## src/rtl/des_round_scheduler.sv

```systemverilog
// des_round_scheduler
//   Iterative DES round controller placed between the IP and FP stages. One
//   shared 2-stage pipelined round function is kept busy by interleaving two
//   independent block contexts (slot 0 / slot 1). Slot p owns the round
//   function on cycles where phase == p. Subkeys are requested from an
//   external store each issued round; the final L/R swap is applied on capture.
//
//   Optional error checker: define DES_ROUND_SCHED_ERRCHK_EN to build the
//   sticky protocol checker driving err; otherwise err is tied low.
//
// Ports
//   clk, rst_n           clock, asynchronous active-low reset
//   flush                synchronous abort of all in-flight blocks
//   in_valid/in_ready    input block handshake; in_decrypt, in_L, in_R payload
//   out_valid/out_ready  result handshake; out_L = R16, out_R = L16
//   subkey_sel, subkey   subkey request index and combinational response
//   rf_*                 round-function control, data and key
//   err                  sticky protocol error
//
// Slot states
//   state  | meaning
//   S_IDLE | empty, may accept a block on its owned phase
//   S_RUN  | block in flight, one round outstanding in the round function
//   S_DONE | swapped result held until the output handshake
module des_round_scheduler #(
  parameter int NUM_ROUNDS = 16,
  parameter int SEL_W      = 4
) (
  input  logic             clk,
  input  logic             rst_n,
  input  logic             flush,
  input  logic             in_valid,
  output logic             in_ready,
  input  logic             in_decrypt,
  input  logic [31:0]      in_L,
  input  logic [31:0]      in_R,
  output logic             out_valid,
  input  logic             out_ready,
  output logic [31:0]      out_L,
  output logic [31:0]      out_R,
  output logic [SEL_W-1:0] subkey_sel,
  input  logic [47:0]      subkey,
  output logic             rf_i_valid,
  output logic             rf_enable,
  output logic             rf_restart_block,
  output logic [31:0]      rf_L_in,
  output logic [31:0]      rf_R_in,
  output logic [47:0]      rf_Kn,
  input  logic             rf_o_valid,
  input  logic [31:0]      rf_L_out,
  input  logic [31:0]      rf_R_out,
  output logic             err
);

  localparam logic [4:0] LP_NR = 5'(NUM_ROUNDS);

  typedef enum logic [1:0] {
    S_IDLE = 2'd0,
    S_RUN  = 2'd1,
    S_DONE = 2'd2
  } slot_st_t;

  slot_st_t    r_st    [2];
  logic [4:0]  r_rnd   [2];
  logic        r_mode  [2];
  logic [31:0] r_res_l [2];
  logic [31:0] r_res_r [2];
  logic        r_phase;
  logic        r_oldest;
  logic        r_init;

  logic        w_p;
  logic        w_q;
  logic        w_accept;
  logic        w_rf_done;
  logic        w_last;
  logic        w_reissue;
  logic        w_capture;
  logic        w_out_hs;
  logic [4:0]  w_iss_rnd;
  logic        w_iss_mode;
  logic [4:0]  w_sel;

  assign w_p = r_phase;
  assign w_q = ~r_phase;

  // r_init holds in_ready low during the init cycle, when the round function
  // is being restarted and would drop anything issued to it.
  assign in_ready  = !r_init && !flush && (r_st[w_p] == S_IDLE);
  assign w_accept  = in_valid && in_ready;
  assign w_rf_done = !flush && rf_o_valid && (r_st[w_p] == S_RUN);
  assign w_last    = (r_rnd[w_p] >= LP_NR);
  assign w_reissue = w_rf_done && !w_last;
  assign w_capture = w_rf_done && w_last;

  assign out_valid = (r_st[0] == S_DONE) || (r_st[1] == S_DONE);
  assign w_out_hs  = out_valid && out_ready && !flush;
  assign out_L     = r_res_l[r_oldest];
  assign out_R     = r_res_r[r_oldest];

  assign rf_enable        = rst_n;
  assign rf_restart_block = rst_n && (r_init || flush);
  assign rf_Kn            = subkey;

  always_comb begin
    rf_i_valid = 1'b0;
    rf_L_in    = rf_L_out;
    rf_R_in    = rf_R_out;
    w_iss_rnd  = r_rnd[w_p] + 5'd1;
    w_iss_mode = r_mode[w_p];
    if (w_accept) begin
      rf_i_valid = 1'b1;
      rf_L_in    = in_L;
      rf_R_in    = in_R;
      w_iss_rnd  = 5'd1;
      w_iss_mode = in_decrypt;
    end else if (w_reissue) begin
      rf_i_valid = 1'b1;
    end
  end

  // Decrypt walks the same subkey store backwards.
  assign w_sel      = w_iss_mode ? (LP_NR - w_iss_rnd) : (w_iss_rnd - 5'd1);
  assign subkey_sel = SEL_W'(w_sel);

  always_ff @(posedge clk or negedge rst_n) begin
    if (!rst_n) begin
      for (int i = 0; i < 2; i++) begin
        r_st[i]    <= S_IDLE;
        r_rnd[i]   <= 5'd0;
        r_mode[i]  <= 1'b0;
        r_res_l[i] <= 32'd0;
        r_res_r[i] <= 32'd0;
      end
      r_phase  <= 1'b0;
      r_oldest <= 1'b0;
      r_init   <= 1'b1;
    end else begin
      r_phase <= ~r_phase;
      r_init  <= 1'b0;
      if (flush) begin
        r_st[0]  <= S_IDLE;
        r_st[1]  <= S_IDLE;
        r_oldest <= 1'b0;
      end else begin
        if (w_accept) begin
          r_st[w_p]   <= S_RUN;
          r_rnd[w_p]  <= 5'd1;
          r_mode[w_p] <= in_decrypt;
          // With the other slot empty this block becomes the oldest one.
          if (r_st[w_q] == S_IDLE) begin
            r_oldest <= w_p;
          end
        end
        if (w_reissue) begin
          r_rnd[w_p] <= w_iss_rnd;
        end
        if (w_capture) begin
          r_st[w_p]    <= S_DONE;
          r_res_l[w_p] <= rf_R_out;
          r_res_r[w_p] <= rf_L_out;
        end
        // The retiring slot is always DONE, so it never collides with the
        // accepting or capturing slot; an accept in the same cycle goes to
        // the other slot, which the flip points at.
        if (w_out_hs) begin
          r_st[r_oldest] <= S_IDLE;
          r_oldest       <= ~r_oldest;
        end
      end
    end
  end

`ifdef DES_ROUND_SCHED_ERRCHK_EN
  logic r_err;

  // On its owned phase a RUN slot always has a result due (issued two cycles
  // earlier), and any other slot state must see no result at all.
  always_ff @(posedge clk or negedge rst_n) begin
    if (!rst_n) begin
      r_err <= 1'b0;
    end else if (flush) begin
      r_err <= 1'b0;
    end else if (rf_o_valid != (r_st[w_p] == S_RUN)) begin
      r_err <= 1'b1;
    end
  end

  assign err = r_err;
`else
  assign err = 1'b0;
`endif

endmodule
```

## config.mk

```make
export PLATFORM = sky130hd
export DESIGN_NAME = des_round_scheduler
export DESIGN_NICKNAME = d
export VERILOG_FILES = /design/src/rtl/des_round_scheduler.sv
export SDC_FILE = /design/constraint.sdc
export NUM_CORES = 1
export LEC_CHECK = 0
export BUFFER_PORTS_ARGS = -buffer_cell sky130_fd_sc_hd__buf_2
export CORE_AREA = 2 2 144 146
export DETAILED_ROUTE_END_ITERATION = 8
export DIE_AREA = 0 0 146 148
export GPL_TIMING_DRIVEN = 0
export HOLD_SLACK_MARGIN = 0.03
export PLACE_DENSITY_LB_ADDON = 0.12
export SYNTH_ARGS = -nofsm -noshare
export SYNTH_HDL_FRONTEND = slang
export SYNTH_SLANG_ARGS = --single-unit
export TNS_END_PERCENT = 1
```

## constraint.sdc

```tcl
create_clock -name clk -period 3.3 [get_ports clk]
set_input_delay 0.33 -clock clk [delete_from_list [all_inputs] [get_ports clk]]
set_output_delay 0.33 -clock clk [all_outputs]
set_load 0.02 [all_outputs]
```

Yosys cells after proc, flatten, opt, wreduce, memory -nomap -nowiden
Index checks and enable logic that the tools add are counted.
Widths: inputs -> output; s select.

storage, ports and cells
  register bits after elaboration = 147
  input port bits = 183
  output and inout bits = 186
  word-level logic and storage cells = 118

cells by class
  $add $sub $neg = 3
  order comparisons = 6
  equal/unequal tests = 3
  multiplexer cells = 52
  bitwise gates (word level) = 17
  reductions and logical operators = 24

operator list
  operator             count
  $mux 32              9
  $bwmux 64            2
  $demux 32 s1         1
  $mux 10              3
  $mux 4               7
  $mux 5               5
  $mux 2               8
  $logic_and 1x1->1    12
  $mux 1               11
  $bwmux 10            1
  $and 8x8->8          1
  $not 8->8            1
  $ge 2x2->1 const B   3
  $not 1->2            3
  $or 2x2->2           3
  $reduce_and 2->1     3
  $reduce_bool 3->1    2
  $add 5x1->5 const B  1
  $demux 5 s1          1
  $ge 5x5->1 const B   1
  $and 2x2->2          2
  $and 4x4->4          1
  $demux 2 s1          2
  $eq 2x2->1 const B   2
  12 further kinds     20

Longest topological paths before layout
Gate-level depths: netlist (run 1).

  depth after elaboration = 15
  mapped depth = 11
  gate-level depth less buffers = 9

Worst setup path before layout (run 1)
OpenSTA, ideal clock, no wires.

  path kind = register -> output
  from = register r_phase
  to = output subkey_sel[1]
  arrival time = 2.309 ns
  required time = 2.970 ns
  slack = 0.661 ns
  cell stages (with the launch flop) = 9
  path buffers = 3
  path through = dfrtp_1 buf_6 nor3b_1 o211ai_1 clkbuf_1 buf_2 nand2_1 ha_1 xnor2_1

on the way
  word-level cells in the longest chain between the ends = 10
  elaborated cells on any way between the ends = 19
  classes of those cells = add/sub: 3; mux: 12; bitwise: 1; reduce/logical: 3

ends and longest elaborated chain
  what                                                                 RTL line      source
  from (decl)                                                          68            logic r_phase;
  from (signal assigned)                                               139           r_phase <= ~r_phase;
  $not 1->2 (not written as such) *                                    89, 109, 110
  parallel branches: the longest is 8 deep, another holds $add 5x1->5  -
  $mux 4 *                                                             123           assign w_sel = w_iss_mode ? (LP_NR - w_iss_rnd) : (w_iss_rnd - 5'd1);
  to (decl)                                                            41            output logic [SEL_W-1:0] subkey_sel,

Every way passes the cells marked *. The select of a mux whose other input is x is not followed.

Final worst setup path (run 1)
  from = register r_phase
  to = output subkey_sel[2]

The elaborated chain is that of the path after synthesis.

==> run summary, run 1 <==
RSZ-0062 raised after global routing - yes
Post-synth EDFFs - 0
Post-DRT Antenna Nets - 0
CP Data Arrival Time - 2.83 ns
Slew Limit Fails - 0
family with the most delay on the worst path - buffers and inverters
largest area contributor in the netlist - dfrtp_1
I/O Buffers - 319
CP peak stage delay - 0.37 ns
Hold Path Class - in2reg
depth of the CTS H-tree - 4
CTS buffer count - 17
drt drc - 0
Cell Pwr Density - 437 nW/um^2
DRT Pass-1 Iters - 6
Final Power - 4.57 mW
Setup crit end kind - output pin
crit start category - register
routability cong. - 0.761
Cell variety after synth - 37
first-pass GRT wire length - 33300 microns
Primary FF master, synth - dfrtp_1
Clock Tree Root - clkbuf_16
routed wire length - 21100 microns
max cap viols - 0
Finish-stage setup viols - 0
DIE AREA - 21600 sq um
largest net degree at the start of global routing - 88
final worst setup slack - 0.138 ns
initial antenna violation count - 0
slew at the pin closest to its max-slew limit - 0.700 ns
share of the synthesized area in the top cell type - 46.9%
row count - 52
initial DRC count - 163
Initial Utilization - 38.9%
Fill cells - 1871
num ports - 369
hpwl dp - 15700 microns
commonest non-fill, non-tap cell in the layout - buf_2
Syn Inst Count - 720
Seq cells post-synth - 147
Final Critical Period - 3.16 ns
Worst Path Buf+Inv - 4
Cell Chain, Critical Path - buf_6, nor3b_2, o211ai_1, clkbuf_4, buf_2, nand2_1, ha_1, nor3b_1, a21oi_1, o211ai_1, buf_2
fraction of layout cells with a size suffix above 1 - 58.2%
Max VDD drop - 0.350 mV
clock slew at reported path FFs - 0.06 ns
post-synthesis sequential area ratio - 47.2%
clk_lat worst skew - 0.41 ns
ratio of final minimum period to clock period - 95.8%
most frequent cells in the layout - buf_2 (337), nand2_1 (198), mux2_2 (196)
Hold Violations, Final - 0
clock sinks - 147
dpl ws - -0.205 ns
Avg Cell Area, Syn - 10.8 sq um
Final Skew - 0.00534 ns
f_max - 316 MHz
Worst Path Class, Setup - reg2out
nets - 1248
Rel. slew slack - 53.4%
Congestion Overflow GR - 0
number of global-route vias before repair - 6289
die height - 148 microns
Hold WS - 0.182 ns
gr usage total - 19.6%
vias per cell - 4.67
post-synthesis cell area - 7790 sq um
CTS max path bufs - 2
width of the die - 146 microns
DR WL/cell - 15.7 microns
area grow syn2layout - 34.2%
Core ar. - 20000 sq um
Sequential cell area - 3680 sq um
Slowest-stage cell, CP - dfrtp_1
Ant. Diodes - 0
TritonCTS clock tree - yes
Post-synth ARST share - 100%
crit-path max FO - 10
Multi-input gate area - 3570 sq um
ranking of synthesized cells by area - dfrtp_1 (47%), mux2_2 (28%), nand2_1 (9.5%)
status - finished, final reports clean
Worst Path Required - 2.97 ns
Ys Warns - 0
Vias - 6278
Pleak - 6.04 nW
## final timing paths
| check | from | end | slack [ns] | cells after the start |
|---|---|---|---|---|
| worst min register to register | r_res_l[8]$_DFFE_PN0P_ | r_res_l[8]$_DFFE_PN0P_ | 0.50 | 1 |
| worst max-delay path | r_phase$_DFF_PN0_ | subkey_sel[2] | 0.14 | 11 |
| worst min-delay path | rf_L_out[14] | r_res_r[14]$_DFFE_PN0P_ | 0.18 | 2 |
| min in group asynchronous | rst_n | r_res_l[25]$_DFFE_PN0P_ | 0.47 | 2 |
| max in group asynchronous | rst_n | r_init$_DFF_PN1_ | 1.96 | 3 |
| worst max register to register | r_phase$_DFF_PN0_ | r_mode[1]$_DFFE_PN0P_ | 1.21 | 6 |
## layer usage
layer	wire length (microns)	vias to the layer above	part of all wire [%]	GRT usage, %
met4	443	0	2.1	6.70
met3	1350	24	6.4	4.78
met5	0	-	0	0
met2	9920	242	47	32.5
met1	9370	2943	44	25.2
li1	-	3069	-	-
## stage by stage
stage | util [%] | std cells | instance area [sq um] | setup TNS [ns]
after global routing | 52.2 | 1344 | 10500 | -0.133
after detailed placement | 48.7 | 1311 | 9760 | -0.230
after CTS | 52.1 | 1344 | 10400 | 0
after global placement | 48.6 | 1310 | 9730 | -65.16
final | 52.2 | 1344 | 10500 | 0
after floorplan | - | 721 | 7790 | 0
## where the power goes
group / internal [mW] / switching, mW / leakage (nW)
registers: 1.82 / 0.0110 / 2.03
clock network: 1.38 / 0.719 / 0.314
logic: 0.259 / 0.389 / 3.69
total: 3.45 / 1.12 / 6.04
## cell families after synthesis
kind of cell | count (synthesis) | synth area share [%]
multiplexers | 201 | 29.0
AND/OR/NAND/NOR | 235 | 12.2
AO/OA/AOI/OAI | 33 | 2.87
other | 1 | 0.0481
XOR/XNOR | 6 | 0.851
adder cells (fa/ha/maj) | 3 | 0.482
buffers and inverters | 94 | 7.34
flip-flops | 147 | 47.2
## layout make-up
type / instances / area share (%)
Clock inverter: 9 / 1.70
Multi-Input combinational cell: 480 / 34.1
Tap cell: 270 / 3.23
Buffer: 88 / 5.31
Inverter: 6 / 0.215
Timing Repair Buffer: 322 / 15.8
Sequential cell: 147 / 35.2
Clock buffer: 22 / 4.44
## registers in the layout, indices dropped and copies added (netlist names)
register / count
r_res_l: 64
r_res_r: 64
r_rnd: 10
r_st: 4
r_mode: 2
r_init: 1
r_oldest: 1
r_phase: 1
## cells in the mapped netlist, types with 6 or more instances
cell,instances
nor3_1,7
nor2_1,15
a21oi_1,8
mux2_2,196
clkbuf_1,15
dfrtp_1,146
inv_1,6
nand2_1,198
buf_2,19
o21ai_0,8
buf_4,50
## timing repair
action,in CTS,in global routing
pin swaps,1,0
resized for setup,3,7
setup endpoints to repair,28,52
setup buffers,1,0
endpoints found under the hold margin,62,0
hold buffers,1,0
(Power assumes the default switching activity.)
==> run 2, diff against run 1 <==
Settings changed: ABC_AREA set to 1.
==> run summary, run 2 <==
largest area contributor in the netlist - dfrtp_1
vias per cell - 4.65
RSZ-0062 raised after global routing - no
Avg Cell Area, Syn - 8.61 sq um
CP Data Arrival Time - 2.56 ns
crit-path max FO - 10
area grow syn2layout - 33.5%
Pleak - 5.67 nW
width of the die - 146 microns
Primary FF master, synth - dfrtp_1
Post-synth EDFFs - 0
Post-synth ARST share - 100%
final worst setup slack - 0.411 ns
num ports - 369
Worst Path Class, Setup - reg2out
Post-DRT Antenna Nets - 0
first-pass GRT wire length - 36700 microns
clk_lat worst skew - 0.43 ns
routability cong. - 0.780
DIE AREA - 21600 sq um
drt drc - 0
family with the most delay on the worst path - adder cells
f_max - 346 MHz
Ys Warns - 0
number of global-route vias before repair - 7080
Congestion Overflow GR - 0
DR WL/cell - 15.2 microns
most frequent cell after synthesis - nand2_1
Final Skew - 0.0121 ns
post-synthesis cell area - 7780 sq um
nets - 1431
initial DRC count - 292
slew at the pin closest to its max-slew limit - 0.705 ns
top cells by count, synth - nand2_1 (238), dfrtp_1 (146), o21ai_1 (138), inv_1 (81), o21ai_0 (70)
Max VDD drop - 0.335 mV
clock slew at reported path FFs - 0.06 ns
Final Critical Period - 2.89 ns
Cell Pwr Density - 454 nW/um^2
Worst Path Required - 2.97 ns
CTS buffer count - 17
I/O Buffers - 319
Hold Path Class - in2reg
Top Registers - r_res_l (64), r_res_r (64), r_rnd (10)
post-synthesis sequential area ratio - 47.3%
Slew Limit Fails - 0
largest net degree at the start of global routing - 78
fin cells - 1528
Vias - 7105
clock sinks - 147
postcts setup bufs - 0
row count - 52
fraction of layout cells with a size suffix above 1 - 41.8%
ranking of synthesized cells by area - dfrtp_1 (47%), nand2_1 (11%), mux2_2 (9.3%)
critical path's most frequent cell - nand2_1
share of the synthesized area in the top cell type - 46.9%
Cell Chain, Critical Path - inv_2, buf_2, nand2_1, nand2_1, ha_1, nand2_1, ha_1, xor2_1, buf_2
die height - 148 microns
Core ar. - 20000 sq um
routed wire length - 23300 microns
hpwl dp - 17400 microns
initial antenna violation count - 1
CTS max path bufs - 2
Cell variety after synth - 35
Fill cells - 2010
ratio of final minimum period to clock period - 87.6%
commonest non-fill, non-tap cell in the layout - buf_2
status - finished, final reports clean
most frequent cells in the layout - buf_2 (336), nand2_1 (238), dfrtp_1 (146)
gr usage total - 21.6%
dpl cells - 1495
TritonCTS clock tree - yes
Seq cells post-synth - 147
Hold Violations, Final - 0
Rel. slew slack - 53.0%
CP peak stage delay - 0.47 ns
depth of the CTS H-tree - 4
max cap viols - 0
Slowest-stage cell, CP - dfrtp_1
Syn Inst Count - 904
Clock Tree Root - clkbuf_16
dpl ws - 0.849 ns
Worst Path Buf+Inv - 3
crit start category - register
Finish-stage setup viols - 0
Setup crit end kind - output pin
DRT Pass-1 Iters - 6
Initial Utilization - 38.8%
[run 2: tightest hold or removal path, cell delays in order]
cell	delay (ns)
buf_2	0.07
inv_1	0.05
o21ai_1	0.12
[run 2: logic make-up after synthesis]
kind of cell / count (synthesis) / synth area share, %
DFF: 147 / 47.3
other: 1 / 0.0482
and+or+nand+nor: 278 / 14.8
AOI/OAI and AO/OA: 219 / 14.4
xor gates and xnor gates: 4 / 0.450
muxes: 64 / 9.26
adders and majority gates: 3 / 0.482
buffers and inverters: 188 / 13.4
[run 2: metal layers]
layer	up-vias	part of all wire, %	global-route usage, %
li1	3568	-	-
met1	3292	43	27.1
met2	222	50	37.4
met3	23	5.1	4.54
met4	0	1.7	7.09
met5	-	0	0
[run 2: report_power, final]
part           internal (mW)  switching (mW)  total (mW)
Combinational          0.310           0.482       0.792
Clock                   1.32           0.740        2.06
Sequential              1.85          0.0225        1.87
Total                   3.48            1.24        4.72
[run 2: what timing repair did]
item,in CTS,in global routing
endpoints found under the setup margin,0,0
hold buffers,1,0
gates resized for setup,0,0
hold endpoints to repair,71,0
[run 2: stage by stage]
stage / util [%] / instance area (sq um) / total power, mW / hold slack [ns] / TNS (ns)
floorplan: - / 7790 / 2.38 / 0.0344 / 0
global placement: 48.5 / 9720 / 2.69 / 0.459 / -49.99
detailed placement: 48.7 / 9760 / 2.70 / 0.388 / 0
CTS: 51.9 / 10400 / 4.77 / 0.169 / 0
global route: 51.9 / 10400 / 4.91 / 0.176 / 0
finish: 51.9 / 10400 / 4.72 / 0.183 / 0
[run 2: cell type report]
| type | count | area (sq um) | share of cell area [%] |
|---|---|---|---|
| sequential | 147 | 3680 | 35.4 |
| multi-input combinational | 570 | 3070 | 29.5 |
| timing repair buffer | 321 | 1640 | 15.8 |
| buffer | 102 | 717 | 6.90 |
| clock buffer | 22 | 474 | 4.56 |
| tap | 270 | 338 | 3.25 |
| inverter | 86 | 323 | 3.11 |
| clock inverter | 9 | 151 | 1.46 |
| antenna | 1 | 2.50 | 0.0241 |
[run 2: final timing paths]
path                                         start  cells after the start                 endpoint  slack (ns)
hold reg to reg            r_res_r[23]$_DFFE_PN0P_                      2  r_res_r[23]$_DFFE_PN0P_        0.48
min in group asynchronous                    rst_n                      2   r_res_l[7]$_DFFE_PN0P_        0.48
setup / recovery                 r_phase$_DFF_PN0_                      9            subkey_sel[1]        0.41
max in group asynchronous                    rst_n                      3         r_init$_DFF_PN1_        1.97
setup reg to reg                 r_phase$_DFF_PN0_                      9     r_rnd[4]$_DFFE_PN0N_        1.41
hold / removal                        rf_L_out[17]                      3  r_res_r[49]$_DFFE_PN0P_        0.18
==> run 3, diff against run 2 <==
Settings changed: BUFFER_PORTS_ARGS -buffer_cell sky130_fd_sc_hd__buf_2 to -buffer_cell sky130_fd_sc_hd__buf_4, CORE_AREA 2 2 144 146 to 2 2 143 145, DIE_AREA 0 0 146 148 to 0 0 145 147.
==> run summary, run 3 (synthesis gave the netlist of run 2 again) <==
status - finished, final reports clean
Fill cells - 1900
clock sinks - 147
Critical Path Stages - 9
Placed Instance Area - 10600 sq um
DIE AREA - 21300 sq um
Top Registers - r_res_l (64), r_res_r (64), r_rnd (10)
vias per cell - 4.70
fraction of layout cells with a size suffix above 1 - 41.9%
Worst Path Class, Setup - reg2out
CTS max path bufs - 2
Hold WS - 0.183 ns
Congestion Overflow GR - 0
num ports - 369
ratio of final minimum period to clock period - 87.7%
first-pass GRT wire length - 37100 microns
Worst Path Buf+Inv - 3
DR WL/cell - 15.2 microns
max cap viols - 0
clk_lat worst skew - 0.42 ns
commonest non-fill, non-tap cell in the layout - buf_4
DRT Pass-1 Iters - 4
Slew Limit Fails - 0
Cell Chain, Critical Path - inv_2, buf_2, nand2_1, nand2_1, ha_1, nand2_1, ha_1, xor2_1, buf_4
Worst Reg-to-Reg Cells - 9
crit start category - register
slew at the pin closest to its max-slew limit - 0.719 ns
Slowest-stage cell, CP - dfrtp_1
gr usage total - 21.8%
Hold Violations, Final - 0
depth of the CTS H-tree - 4
postcts setup bufs - 0
Pleak - 5.83 nW
Core ar. - 19800 sq um
number of global-route vias before repair - 7267
I/O Buffers - 319
routability cong. - 0.789
width of the die - 145 microns
Max VDD drop - 0.289 mV
family with the most delay on the worst path - adder cells
nets - 1431
hpwl dp - 17600 microns
Rel. slew slack - 52.1%
Clock Tree Root - clkbuf_16
most frequent cells in the layout - buf_4 (383), nand2_1 (238), dfrtp_1 (146)
Post-DRT Antenna Nets - 0
hold_buf cts - 1
final worst setup slack - 0.406 ns
crit-path max FO - 10
R2R Setup Slk - 1.41 ns
CP peak stage delay - 0.47 ns
die height - 147 microns
TritonCTS clock tree - yes
Worst Path Required - 2.97 ns
Setup crit end kind - output pin
Final Critical Period - 2.89 ns
initial DRC count - 292
fin cells - 1528
Final Skew - 0.0105 ns
clock slew at reported path FFs - 0.06 ns
Ant. Diodes - 0
Vias - 7179
worst reg2reg endpoint - r_rnd[4]$_DFFE_PN0N_
end-of-flow core utilization - 56.0%
drt drc - 0
initial antenna violation count - 0
Cell Pwr Density - 415 nW/um^2
area grow syn2layout - 42.8%
CP Data Arrival Time - 2.56 ns
f_max - 345 MHz
RSZ-0062 raised after global routing - no
largest net degree at the start of global routing - 76
CTS buffer count - 17
Finish-stage setup viols - 0
dpl cells - 1495
dpl ws - 0.861 ns
Hold Path Class - in2reg
Worst Setup SP - r_phase$_DFF_PN0_
R2R Path Start - r_phase$_DFF_PN0_
critical path's most frequent cell - nand2_1
Final Power - 4.61 mW
routed wire length - 23300 microns
cts repair resizes - 0
row count - 52
Initial Utilization - 39.2%
post-route setup TNS - 0 ns
final instance area - 11100 sq um
Critical Path Sink - subkey_sel[1]
==> run 3: changes by cell type in the layout (fill, tap and decap cells not counted) <==
cell	delta
buf_4	+318
clkinvlp_4	+4
clkbuf_1	-1
inv_6	+4
buf_2	-318
clkbuf_8	-3
diode_2	-1
bufinv_16	-3
==> run 3: per-layer routing <==
metal / part of all wire [%] / vias to the layer above / GRT usage [%]
li1: - / 3569 / -
met1: 43 / 3376 / 27.4
met2: 50 / 212 / 37.8
met3: 5.3 / 22 / 5.37
met4: 1.3 / 0 / 5.84
met5: 0 / - / 0
==> run 3: power by group <==
part	switching, mW	total, mW	internal [mW]
sequential	0.0225	1.87	1.85
combinational	0.489	0.920	0.431
clock	0.779	1.82	1.04
==> run 3: tightest hold or removal path: cells and delay by family <==
kind	cells	cell delay (ns)
buf+inv	2	0.12
compound gates	1	0.12
==> run 3: worst min path at each step <==
stage / from / to / slack [ns] / depth (start not counted)
after CTS: rf_R_out[3] / r_res_l[3]$_DFFE_PN0P_ / 0.17 / 3
after global routing: rf_R_out[20] / r_res_l[52]$_DFFE_PN0P_ / 0.17 / 3
final: rf_R_out[3] / r_res_l[3]$_DFFE_PN0P_ / 0.18 / 3
after floorplan: rst_n / r_mode[0]$_DFFE_PN0P_ / 0.03 / 0
after global placement: r_res_l[20]$_DFFE_PN0P_ / r_res_l[20]$_DFFE_PN0P_ / 0.46 / 2
after detailed placement: rst_n / r_res_l[6]$_DFFE_PN0P_ / 0.40 / 1
==> run 3: layout make-up <==
| cell class | instances | area [sq um] | area share, % |
|---|---|---|---|
| multi-input combinational | 570 | 3070 | 27.6 |
| clock buffer | 18 | 429 | 3.86 |
| timing repair buffer | 321 | 2440 | 21.9 |
| clock inverter | 14 | 126 | 1.14 |
| tap | 270 | 338 | 3.04 |
| buffer | 102 | 717 | 6.45 |
| inverter | 86 | 323 | 2.90 |
| sequential | 147 | 3680 | 33.1 |
